===== config.mk =====
export PLATFORM = sky130hd
export DESIGN_NAME = uart_rx_fifo
export DESIGN_NICKNAME = d
export VERILOG_FILES = /design/src/rtl/uart_rx_fifo.sv
export SDC_FILE = /design/constraint.sdc
export NUM_CORES = 1
export LEC_CHECK = 0
export CAP_MARGIN = 20
export CELL_PAD_IN_SITES_DETAIL_PLACEMENT = 1
export CELL_PAD_IN_SITES_GLOBAL_PLACEMENT = 1
export CORE_MARGIN = 4
export CORE_UTILIZATION = 47
export CTS_CLUSTER_DIAMETER = 100
export CTS_CLUSTER_SIZE = 14
export DETAILED_ROUTE_END_ITERATION = 7
export GPL_TIMING_DRIVEN = 0
export PLACE_DENSITY = 0.84
export SYNTH_ARGS = -nofsm -noshare
export SYNTH_HDL_FRONTEND = slang
export SYNTH_SLANG_ARGS = --single-unit

===== constraint.sdc =====
create_clock -name sys_clk_i -period 7 [get_ports sys_clk_i]
set_input_delay 1.05 -clock sys_clk_i [delete_from_list [all_inputs] [get_ports sys_clk_i]]
set_output_delay 1.05 -clock sys_clk_i [all_outputs]
set_load 0.01 [all_outputs]

===== src/rtl/uart_rx_fifo.sv =====
// 8N1 UART receiver with J1-bus register reads; buffer is a FIFO_DEPTH circular FIFO when UART_RX_FIFO_EN is defined, else one holding register.
// Reads return data one clock after cs&rd; a push into a full buffer is dropped and flagged as overrun (no backpressure on the line).
module uart_rx_fifo #(
   parameter int CLKS_PER_BIT = 434,
   parameter int FIFO_DEPTH   = 8
) (
   input  logic        sys_clk_i,
   input  logic        sys_rst_i,
   input  logic        uart_rx,
   input  logic        cs,
   input  logic        rd,
   input  logic [1:0]  addr,
   output logic [15:0] d_out,
   output logic        rx_led
);

   localparam int CNT_W = $clog2(CLKS_PER_BIT);
   localparam int OCC_W = $clog2(FIFO_DEPTH) + 1;

   typedef enum logic [1:0] {IDLE, START, DATA, STOP} state_t;

   state_t           r_state;
   logic [1:0]       r_sync;
   logic             r_rx_prev;
   logic [CNT_W-1:0] r_cnt;
   logic [2:0]       r_bit;
   logic [7:0]       r_shift;
   logic [OCC_W-1:0] r_count;
   logic             r_frame_err;
   logic             r_overrun;

   logic       w_rx;
   logic       w_expire;
   logic       w_push;
   logic       w_ferr;
   logic       w_rd_data;
   logic       w_rd_stat;
   logic       w_not_empty;
   logic       w_full;
   logic       w_pop;
   logic       w_wr;
   logic       w_ovf;
   logic [7:0] w_head;

   assign w_rx     = r_sync[1];
   assign w_expire = (r_cnt == '0);
   assign w_push   = (r_state == STOP) && w_expire && w_rx;
   assign w_ferr   = (r_state == STOP) && w_expire && !w_rx;

   // Falling-edge detect needs the previous sample high, so a line still low after a bad stop bit cannot re-trigger.
   always_ff @(posedge sys_clk_i) begin
      if (sys_rst_i) begin
         r_state   <= IDLE;
         r_sync    <= 2'b11;
         r_rx_prev <= 1'b1;
         r_cnt     <= '0;
         r_bit     <= '0;
         r_shift   <= '0;
         rx_led    <= 1'b0;
      end else begin
         r_sync    <= {r_sync[0], uart_rx};
         r_rx_prev <= w_rx;
         rx_led    <= (r_state != IDLE);
         case (r_state)
            IDLE: begin
               if (r_rx_prev && !w_rx) begin
                  r_state <= START;
                  r_cnt   <= CNT_W'(CLKS_PER_BIT / 2 - 1);
               end
            end
            START: begin
               if (w_expire) begin
                  if (!w_rx) begin
                     r_state <= DATA;
                     r_cnt   <= CNT_W'(CLKS_PER_BIT - 1);
                     r_bit   <= '0;
                  end else begin
                     r_state <= IDLE;
                  end
               end else begin
                  r_cnt <= r_cnt - 1'b1;
               end
            end
            DATA: begin
               if (w_expire) begin
                  r_shift[r_bit] <= w_rx;
                  r_cnt          <= CNT_W'(CLKS_PER_BIT - 1);
                  if (r_bit == 3'd7) begin
                     r_state <= STOP;
                  end
                  r_bit <= r_bit + 3'd1;
               end else begin
                  r_cnt <= r_cnt - 1'b1;
               end
            end
            STOP: begin
               if (w_expire) begin
                  r_state <= IDLE;
               end else begin
                  r_cnt <= r_cnt - 1'b1;
               end
            end
            default: r_state <= IDLE;
         endcase
      end
   end

   assign w_rd_data   = cs && rd && (addr == 2'd0);
   assign w_rd_stat   = cs && rd && (addr == 2'd1);
   assign w_not_empty = (r_count != '0);
   assign w_pop       = w_rd_data && w_not_empty;
   // A simultaneous pop frees a slot, so a push into a full buffer then still lands.
   assign w_wr        = w_push && (!w_full || w_pop);
   assign w_ovf       = w_push && w_full && !w_pop;

`ifdef UART_RX_FIFO_EN
   localparam int AW = $clog2(FIFO_DEPTH);

   logic [7:0]    r_mem [FIFO_DEPTH];
   logic [AW-1:0] r_wptr;
   logic [AW-1:0] r_rptr;

   assign w_full = (r_count == OCC_W'(FIFO_DEPTH));
   assign w_head = r_mem[r_rptr];

   always_ff @(posedge sys_clk_i) begin
      if (w_wr) begin
         r_mem[r_wptr] <= r_shift;
      end
   end

   always_ff @(posedge sys_clk_i) begin
      if (sys_rst_i) begin
         r_wptr <= '0;
         r_rptr <= '0;
      end else begin
         if (w_wr) begin
            r_wptr <= r_wptr + AW'(1);
         end
         if (w_pop) begin
            r_rptr <= r_rptr + AW'(1);
         end
      end
   end
`else
   logic [7:0] r_hold;

   assign w_full = (r_count == OCC_W'(1));
   assign w_head = r_hold;

   always_ff @(posedge sys_clk_i) begin
      if (sys_rst_i) begin
         r_hold <= '0;
      end else if (w_wr) begin
         r_hold <= r_shift;
      end
   end
`endif

   always_ff @(posedge sys_clk_i) begin
      if (sys_rst_i) begin
         r_count     <= '0;
         r_frame_err <= 1'b0;
         r_overrun   <= 1'b0;
         d_out       <= 16'h0000;
      end else begin
         case ({w_wr, w_pop})
            2'b10:   r_count <= r_count + OCC_W'(1);
            2'b01:   r_count <= r_count - OCC_W'(1);
            default: r_count <= r_count;
         endcase
         // A new error in the same cycle as the clearing read wins.
         r_frame_err <= w_ferr | (r_frame_err & ~w_rd_stat);
         r_overrun   <= w_ovf  | (r_overrun   & ~w_rd_stat);
         if (cs && rd) begin
            case (addr)
               2'd0:    d_out <= w_not_empty ? {8'h00, w_head} : 16'h0000;
               2'd1:    d_out <= {13'b0, r_frame_err, r_overrun, w_not_empty};
               default: d_out <= 16'h0000;
            endcase
         end
      end
   end

endmodule

==> flow_summary.toml, run 1 <==
[floorplan]
die-width_um = 80.7
fp-row-count = 26
num_io_pins = 24
initial_core_utilization_pct = 48.7
coreArea_mm2 = 0.00511
dieHeight_um = 80.7
die_outline_area_mm2 = 0.00651

[power]
vdd_ir_drop_max_uv = 115
leakage_nw = 1.14
powerDensity_mw_per_mm2 = 236

[sta]
post-route-min-period_ns = 3.47
worst_pin_slew_ns = 0.804
report.final.setup_viol = 0
maxSlewViolCount = 0
worst_clock_skew_ns = 0.00562
clock.fmax_mhz = 288
layout_worst_path_cycle_share_pct = 49.5
final-hold-violation-count = 0
unrepaired_setup_endpoints_after_global_routing = "false"
finalSetupTns_ns = 0
maxSlewHeadroom_pct = 46.2
hold_ws_ns = 0.438

[routing]
finalWirelength_mm = 6.02
drtIter0Drc = 173
ant_nets = 0
overall_via_count_from_detail_route = 2058
route.detailed.vias_per_inst = 5.52
drcViolationCount = 0
drt-pass1-iter-count = 4
post_drt_wl_per_cell_um = 16.1

[place]
dpl_cell_area_mm2 = 0.00275
total_half_perimeter_wirelength_after_legalization_and_detailed_placement_mm = 4.38
finalWeightedCongestion = 0.836
io_buffer_count = 15

[clock_tree]
clock_insertion_delay_worst_skew_ns = 0.31
ctsHoldBuffers = 0
tritoncts = "yes"
cts_bufs_inserted = 5
cts-resized-gates = 0
clock_tree.root_cell = "clkbuf_8"
clock_sink_count = 48
htree_levels = 2
number_of_buffers_between_clock_root_and_the_deepest_sink = 2
path_clk_slew_ns = 0.10
cts_setup_buffers = 0

[setup_path]
setup.worst_path.end = "r_count[3]$_SDFFE_PP0P_"
r2r-start = "r_count[0]$_SDFFE_PP0P_"
required_time_of_the_critical_path_ns = 7.19
worst_setup_path_startpoint = "rd"
end_kind = "register"
crit_path_start_kind = "primary input"
timing.critical_path.fanout_max = 10
regToRegEndpoint = "r_count[3]$_SDFFE_PP0P_"
crit_arrival_ns = 3.66
reg2regPathDepth = 8
criticalPathCategory = "primary input to register"
regToRegSetupSlack_ns = 4.08

[cells_and_area]
post_route_cells_drive_above_1_share_pct = 11.9
nNetsFinal = 321
post-route-util_pct = 56.1
final-seq-area_um2 = 961
area_delta_synth_final_pct = 15.3
final_cell_area_mm2 = 0.00286
fillCellCount = 599
multiInputGateArea_mm2 = 0.00138
insertedDiodeCount = 0

[yosys]
synth-main-ff-cell = "dfxtp_1"
netlist_instances = 273
async_flop_share_pct = 0
portion_of_the_post_synthesis_area_used_by_sequential_elements_pct = 38.7
synthesis.yosys.warnings = 0
yosys.cell_types.count = 59
synthesis.area_per_instance_um2 = 9.10
ys_seq_elements = 48
synth_area_mm2 = 0.00248
synth_edf_count = 0

[hold_path]
worst_hold_path_depth = 1
hp-class = "register to register"

[global_routing]
grt_first_pass_wirelength_mm = 10.5
first_global_vias = 2243
pin_count_of_the_biggest_net_entering_global_routing = 17
globalRoute.totalOverflow = 0
globalRouteTotalUtil_pct = 20.5
grt_antenna_before_repair = 0

[status]
run_status = "completed"

[flow_run]
number_of_maximum_capacitance_violations = 0
-- metrics by stage --
step	std cells	setup slack, ns	power (mW)
floorplan	280	3.99	0.426
global placement	365	3.28	0.463
detailed placement	365	3.22	0.468
CTS	373	3.53	0.680
global route	373	3.37	0.712
finish	373	3.53	0.676
-- state kept, by name, indices dropped and copies added (netlist names), named ones only --
| register | flops |
|---|---|
| r_state | 1 |
| r_rx_prev | 1 |
| d_out | 8 |
| r_cnt | 9 |
| r_overrun | 1 |
| r_hold | 8 |
| r_count | 4 |
| r_shift | 8 |
| r_bit | 3 |
| r_sync | 2 |
| r_frame_err | 1 |
| rx_led | 1 |
-- cell usage in the layout (no fill, tap or decap), drive strengths merged, types with 2 or more instances in the layout --
master         instances
nor4b                  3
xor2                   3
inv                   13
a31oi                  4
a32oi                  3
a222oi                 2
a21oi                 15
nor3                   6
nand2                 32
conb                   8
a2111oi                3
clkbuf                13
buf                   12
nand4b                 3
nor4                   4
mux2i                 18
or2                    3
o21ai                  9
a22oi                  7
nor2b                  2
or3                    2
or4                    2
nand4                  3
dfxtp                 48
a311oi                 3
a211oi                 2
nor2                  30
clkdlybuf4s50         15
or4b                   2
ha                    12
-- cells in the mapped netlist (5+ instances only) --
library cell | instances | area share, %
a22oi_1 | 7 | 2.1
nor3_1 | 5 | 1.0
nor2_1 | 29 | 4.4
clkbuf_1 | 8 | 1.2
a21oi_1 | 15 | 3.0
o21ai_0 | 8 | 1.6
mux2i_1 | 18 | 7.3
inv_1 | 12 | 1.8
buf_4 | 8 | 2.4
nand2_1 | 32 | 4.8
ha_1 | 12 | 6.0
dfxtp_1 | 48 | 39
-- worst min-delay path by stage --
| stage | start | endpoint | slack (ns) |
|---|---|---|---|
| 3_5_place_dp | r_sync[0]$_SDFF_PP1_ | r_sync[1]$_SDFF_PP1_ | 0.41 |
| 6_report | r_sync[0]$_SDFF_PP1_ | r_sync[1]$_SDFF_PP1_ | 0.44 |
| 5_1_grt | r_sync[0]$_SDFF_PP1_ | r_sync[1]$_SDFF_PP1_ | 0.46 |
| 2_1_floorplan | r_sync[0]$_SDFF_PP1_ | r_sync[1]$_SDFF_PP1_ | 0.39 |
| 3_3_place_gp | r_sync[0]$_SDFF_PP1_ | r_sync[1]$_SDFF_PP1_ | 0.41 |
| 4_1_cts | r_sync[0]$_SDFF_PP1_ | r_sync[1]$_SDFF_PP1_ | 0.44 |
-- layout make-up --
class,count,area share (%)
repair buffers,15,5.24
inverters,12,1.57
clock buffers,5,2.40
flip-flops and latches,48,33.6
clock inverters,3,1.62
multi-input cells,200,48.3
well taps,70,3.06
plain buffers,20,4.28
-- worst max-delay path, cell delays in order --
cell	delay [ns]
clkdlybuf4s50_1	0.48
nand2_1	0.10
a2111oi_4	0.67
ha_1	0.39
or4b_2	0.60
a21oi_1	0.17
xnor2_1	0.14
nor2_1	0.05
-- cells by family (layout without fill, tap and decap cells) --
logic type / count (synthesis) / count (layout) / share of synthesized area (%)
muxes: 18 / 18 / 7.25
buffers and inverters: 32 / 55 / 6.75
and+or+nand+nor: 98 / 98 / 21.2
DFF: 48 / 48 / 38.7
adders and majority gates: 12 / 12 / 6.04
AOI/OAI and AO/OA: 60 / 60 / 18.5
xor gates and xnor gates: 4 / 4 / 1.41
other: 1 / 8 / 0.151
-- power breakdown --
part / total, mW / switching [mW] / internal, mW / leakage, nW
combinational: 0.170 / 0.109 / 0.0608 / 0.697
sequential: 0.296 / 0.0127 / 0.283 / 0.388
clock: 0.211 / 0.103 / 0.108 / 0.0548
-- metal layers --
layer  track usage, %  routed length (um)  vias up
met2             35.8                2990       25
met3             4.71                 165        8
met5                0                   0        -
li1                 -                   -     1027
met4             6.76                  91        0
met1             24.8                2780      998
Power figures use the tool's default switching activity.
==> run 2: changes to the inputs <==
--- a/config.mk
+++ b/config.mk
@@ -9,12 +9,12 @@
 export CELL_PAD_IN_SITES_DETAIL_PLACEMENT = 1
 export CELL_PAD_IN_SITES_GLOBAL_PLACEMENT = 1
 export CORE_MARGIN = 4
-export CORE_UTILIZATION = 47
+export CORE_UTILIZATION = 43
 export CTS_CLUSTER_DIAMETER = 100
 export CTS_CLUSTER_SIZE = 14
 export DETAILED_ROUTE_END_ITERATION = 7
 export GPL_TIMING_DRIVEN = 0
-export PLACE_DENSITY = 0.84
+export PLACE_DENSITY = 0.78
 export SYNTH_ARGS = -nofsm -noshare
 export SYNTH_HDL_FRONTEND = slang
 export SYNTH_SLANG_ARGS = --single-unit
==> constraint.sdc (replaced) <==
create_clock -name sys_clk_i -period 3.5 [get_ports sys_clk_i]
set_input_delay 0.525 -clock sys_clk_i [delete_from_list [all_inputs] [get_ports sys_clk_i]]
set_output_delay 0.525 -clock sys_clk_i [all_outputs]
set_load 0.01 [all_outputs]
==> run 2 against run 1 <==
  * Clock-buffer cell count unchanged
  * Critical path depth unchanged
  * Clock skew up 0.0015 ns
  * Global-route usage down 2.4 points
  * Non-clock buffer count unchanged
  * Sequential power up 100%
  * Die area up 8.4%
  * Clock power up 130%
  * Via count up 1.8%
  * Register-to-register slack worse by 3.5 ns
  * Sequential share of layout area down 0.29 points
  * Critical path type unchanged
==> flow_summary.toml, run 2 (synthesis gave the netlist of run 1 again) <==
[clock_tree]
cts-resized-gates = 0
tritoncts = "yes"
path_clk_slew_ns = 0.10
ctsHoldBuffers = 0
htree_levels = 2
cts_setup_buffers = 0
cts_bufs_inserted = 5
number_of_buffers_between_clock_root_and_the_deepest_sink = 2
clock_insertion_delay_worst_skew_ns = 0.31
clock_tree.root_cell = "clkbuf_8"
clock_sink_count = 48

[routing]
drtIter0Drc = 138
overall_via_count_from_detail_route = 2096
finalWirelength_mm = 6.19
ant_nets = 0
drt-pass1-iter-count = 4
post_drt_wl_per_cell_um = 16.5
route.detailed.vias_per_inst = 5.59
drcViolationCount = 0

[sta]
final-hold-violation-count = 0
maxSlewViolCount = 0
maxSlewHeadroom_pct = 46.4
layout_worst_path_cycle_share_pct = 84.2
clock.fmax_mhz = 339
post-route-min-period_ns = 2.95
hold_ws_ns = 0.447
finalSetupTns_ns = 0
worst_pin_slew_ns = 0.802
worst_clock_skew_ns = 0.00711
unrepaired_setup_endpoints_after_global_routing = "false"
report.final.setup_viol = 0

[status]
run_status = "completed"

[floorplan]
die_outline_area_mm2 = 0.00706
fp-row-count = 27
dieHeight_um = 84.0
initial_core_utilization_pct = 44.9
num_io_pins = 24
die-width_um = 84.0
coreArea_mm2 = 0.00554

[cells_and_area]
insertedDiodeCount = 0
area_delta_synth_final_pct = 16.3
largest_reg_flops = 9
fillCellCount = 675
layout.cells.most_common = "dfxtp_1"
mostFrequentLayoutCells = "48 x dfxtp_1, 32 x nand2_1, 29 x nor2_1"
nNetsFinal = 321
most_flop_heavy_register = "r_cnt"
post_route_cells_drive_above_1_share_pct = 11.9

[place]
io_buffer_count = 15
finalWeightedCongestion = 0.795
total_half_perimeter_wirelength_after_legalization_and_detailed_placement_mm = 4.53

[setup_path]
end_kind = "register"
crit_chain = "clkdlybuf4s50_1 -> nand2_1 -> a2111oi_4 -> ha_1 -> or4b_2 -> a21oi_1 -> xnor2_1 -> nor2_1"
cp_top_family = "compound AO/OA/AOI/OAI gates"
critPathBufInv = 1
crit_arrival_ns = 3.13
regToRegSetupSlack_ns = 0.60
setup.worst_path.end = "r_count[3]$_SDFFE_PP0P_"
crit_path_top_delay_cell = "a2111oi_4"
timing.critical_path.fanout_max = 10
worst_setup_path_startpoint = "cs"
crit_path_start_kind = "primary input"
delay_of_the_slowest_critical_path_stage_ns = 0.67
reg2regPathDepth = 8
r2r-start = "r_count[0]$_SDFFE_PP0P_"
criticalPathCategory = "primary input to register"
number_of_stages_on_the_worst_setup_path = 8
required_time_of_the_critical_path_ns = 3.68
regToRegEndpoint = "r_count[3]$_SDFFE_PP0P_"

[global_routing]
globalRouteTotalUtil_pct = 18.2
grt_antenna_before_repair = 0
first_global_vias = 2151
grt_first_pass_wirelength_mm = 10.5
globalRoute.totalOverflow = 0
pin_count_of_the_biggest_net_entering_global_routing = 17

[power]
powerDensity_mw_per_mm2 = 494
vdd_ir_drop_max_uv = 243
leakage_nw = 1.15

[flow_run]
number_of_maximum_capacitance_violations = 0

[hold_path]
hp-class = "register to register"
==> run 2: worst min path at each step <==
stage,from,cells after the start,endpoint,slack (ns)
after floorplan,r_sync[0]$_SDFF_PP1_,1,r_sync[1]$_SDFF_PP1_,0.39
after CTS,r_sync[0]$_SDFF_PP1_,1,r_sync[1]$_SDFF_PP1_,0.45
final,r_sync[0]$_SDFF_PP1_,1,r_sync[1]$_SDFF_PP1_,0.45
after detailed placement,r_sync[0]$_SDFF_PP1_,1,r_sync[1]$_SDFF_PP1_,0.42
after global routing,r_sync[0]$_SDFF_PP1_,1,r_sync[1]$_SDFF_PP1_,0.46
after global placement,r_sync[0]$_SDFF_PP1_,1,r_sync[1]$_SDFF_PP1_,0.42
==> run 2: stage by stage <==
stage                     power (mW)  util (%)  setup slack, ns  cells  instance area [um^2]
final                           1.43      52.1            0.554    375                  2890
after global routing            1.49      52.1            0.344    375                  2890
after CTS                       1.43      52.1            0.550    375                  2890
after detailed placement       0.942      49.7            0.219    367                  2750
after global placement         0.930      49.7            0.290    367                  2750
after floorplan                0.852         -            0.967    280                  2510
==> run 2: final cells by class <==
class | count | area, um^2 | share of cell area [%]
inverter | 12 | 45.0 | 1.56
multi-input combinational | 200 | 1380 | 47.9
sequential | 48 | 961 | 33.3
buffer | 20 | 123 | 4.24
tap | 72 | 90.1 | 3.12
clock buffer | 5 | 68.8 | 2.38
clock inverter | 3 | 68.8 | 2.38
timing repair buffer | 15 | 150 | 5.20
==> run 2: metal layers <==
| metal | wire length (um) | global-route usage [%] | up-vias |
|---|---|---|---|
| met5 | 0 | 0 | - |
| met4 | 87 | 6.14 | 0 |
| met3 | 212 | 3.55 | 8 |
| met2 | 3010 | 30.3 | 30 |
| met1 | 2880 | 23.3 | 1032 |
| li1 | - | - | 1026 |
==> run 2: worst register-to-register path: cells and delay by family (launching register included) <==
family | cells | cell delay [ns]
adders and majority gates | 2 | 0.63
xor gates and xnor gates | 1 | 0.14
AOI/OAI and AO/OA | 2 | 0.81
buffers and inverters | 1 | 0.07
and+or+nand+nor | 2 | 0.66
DFF | 1 | 0.46
==> run 2: where the power goes <==
group / leakage (nW) / internal [mW] / switching [mW]
registers: 0.388 / 0.566 / 0.0259
logic: 0.697 / 0.122 / 0.224
clock network: 0.0687 / 0.288 / 0.203
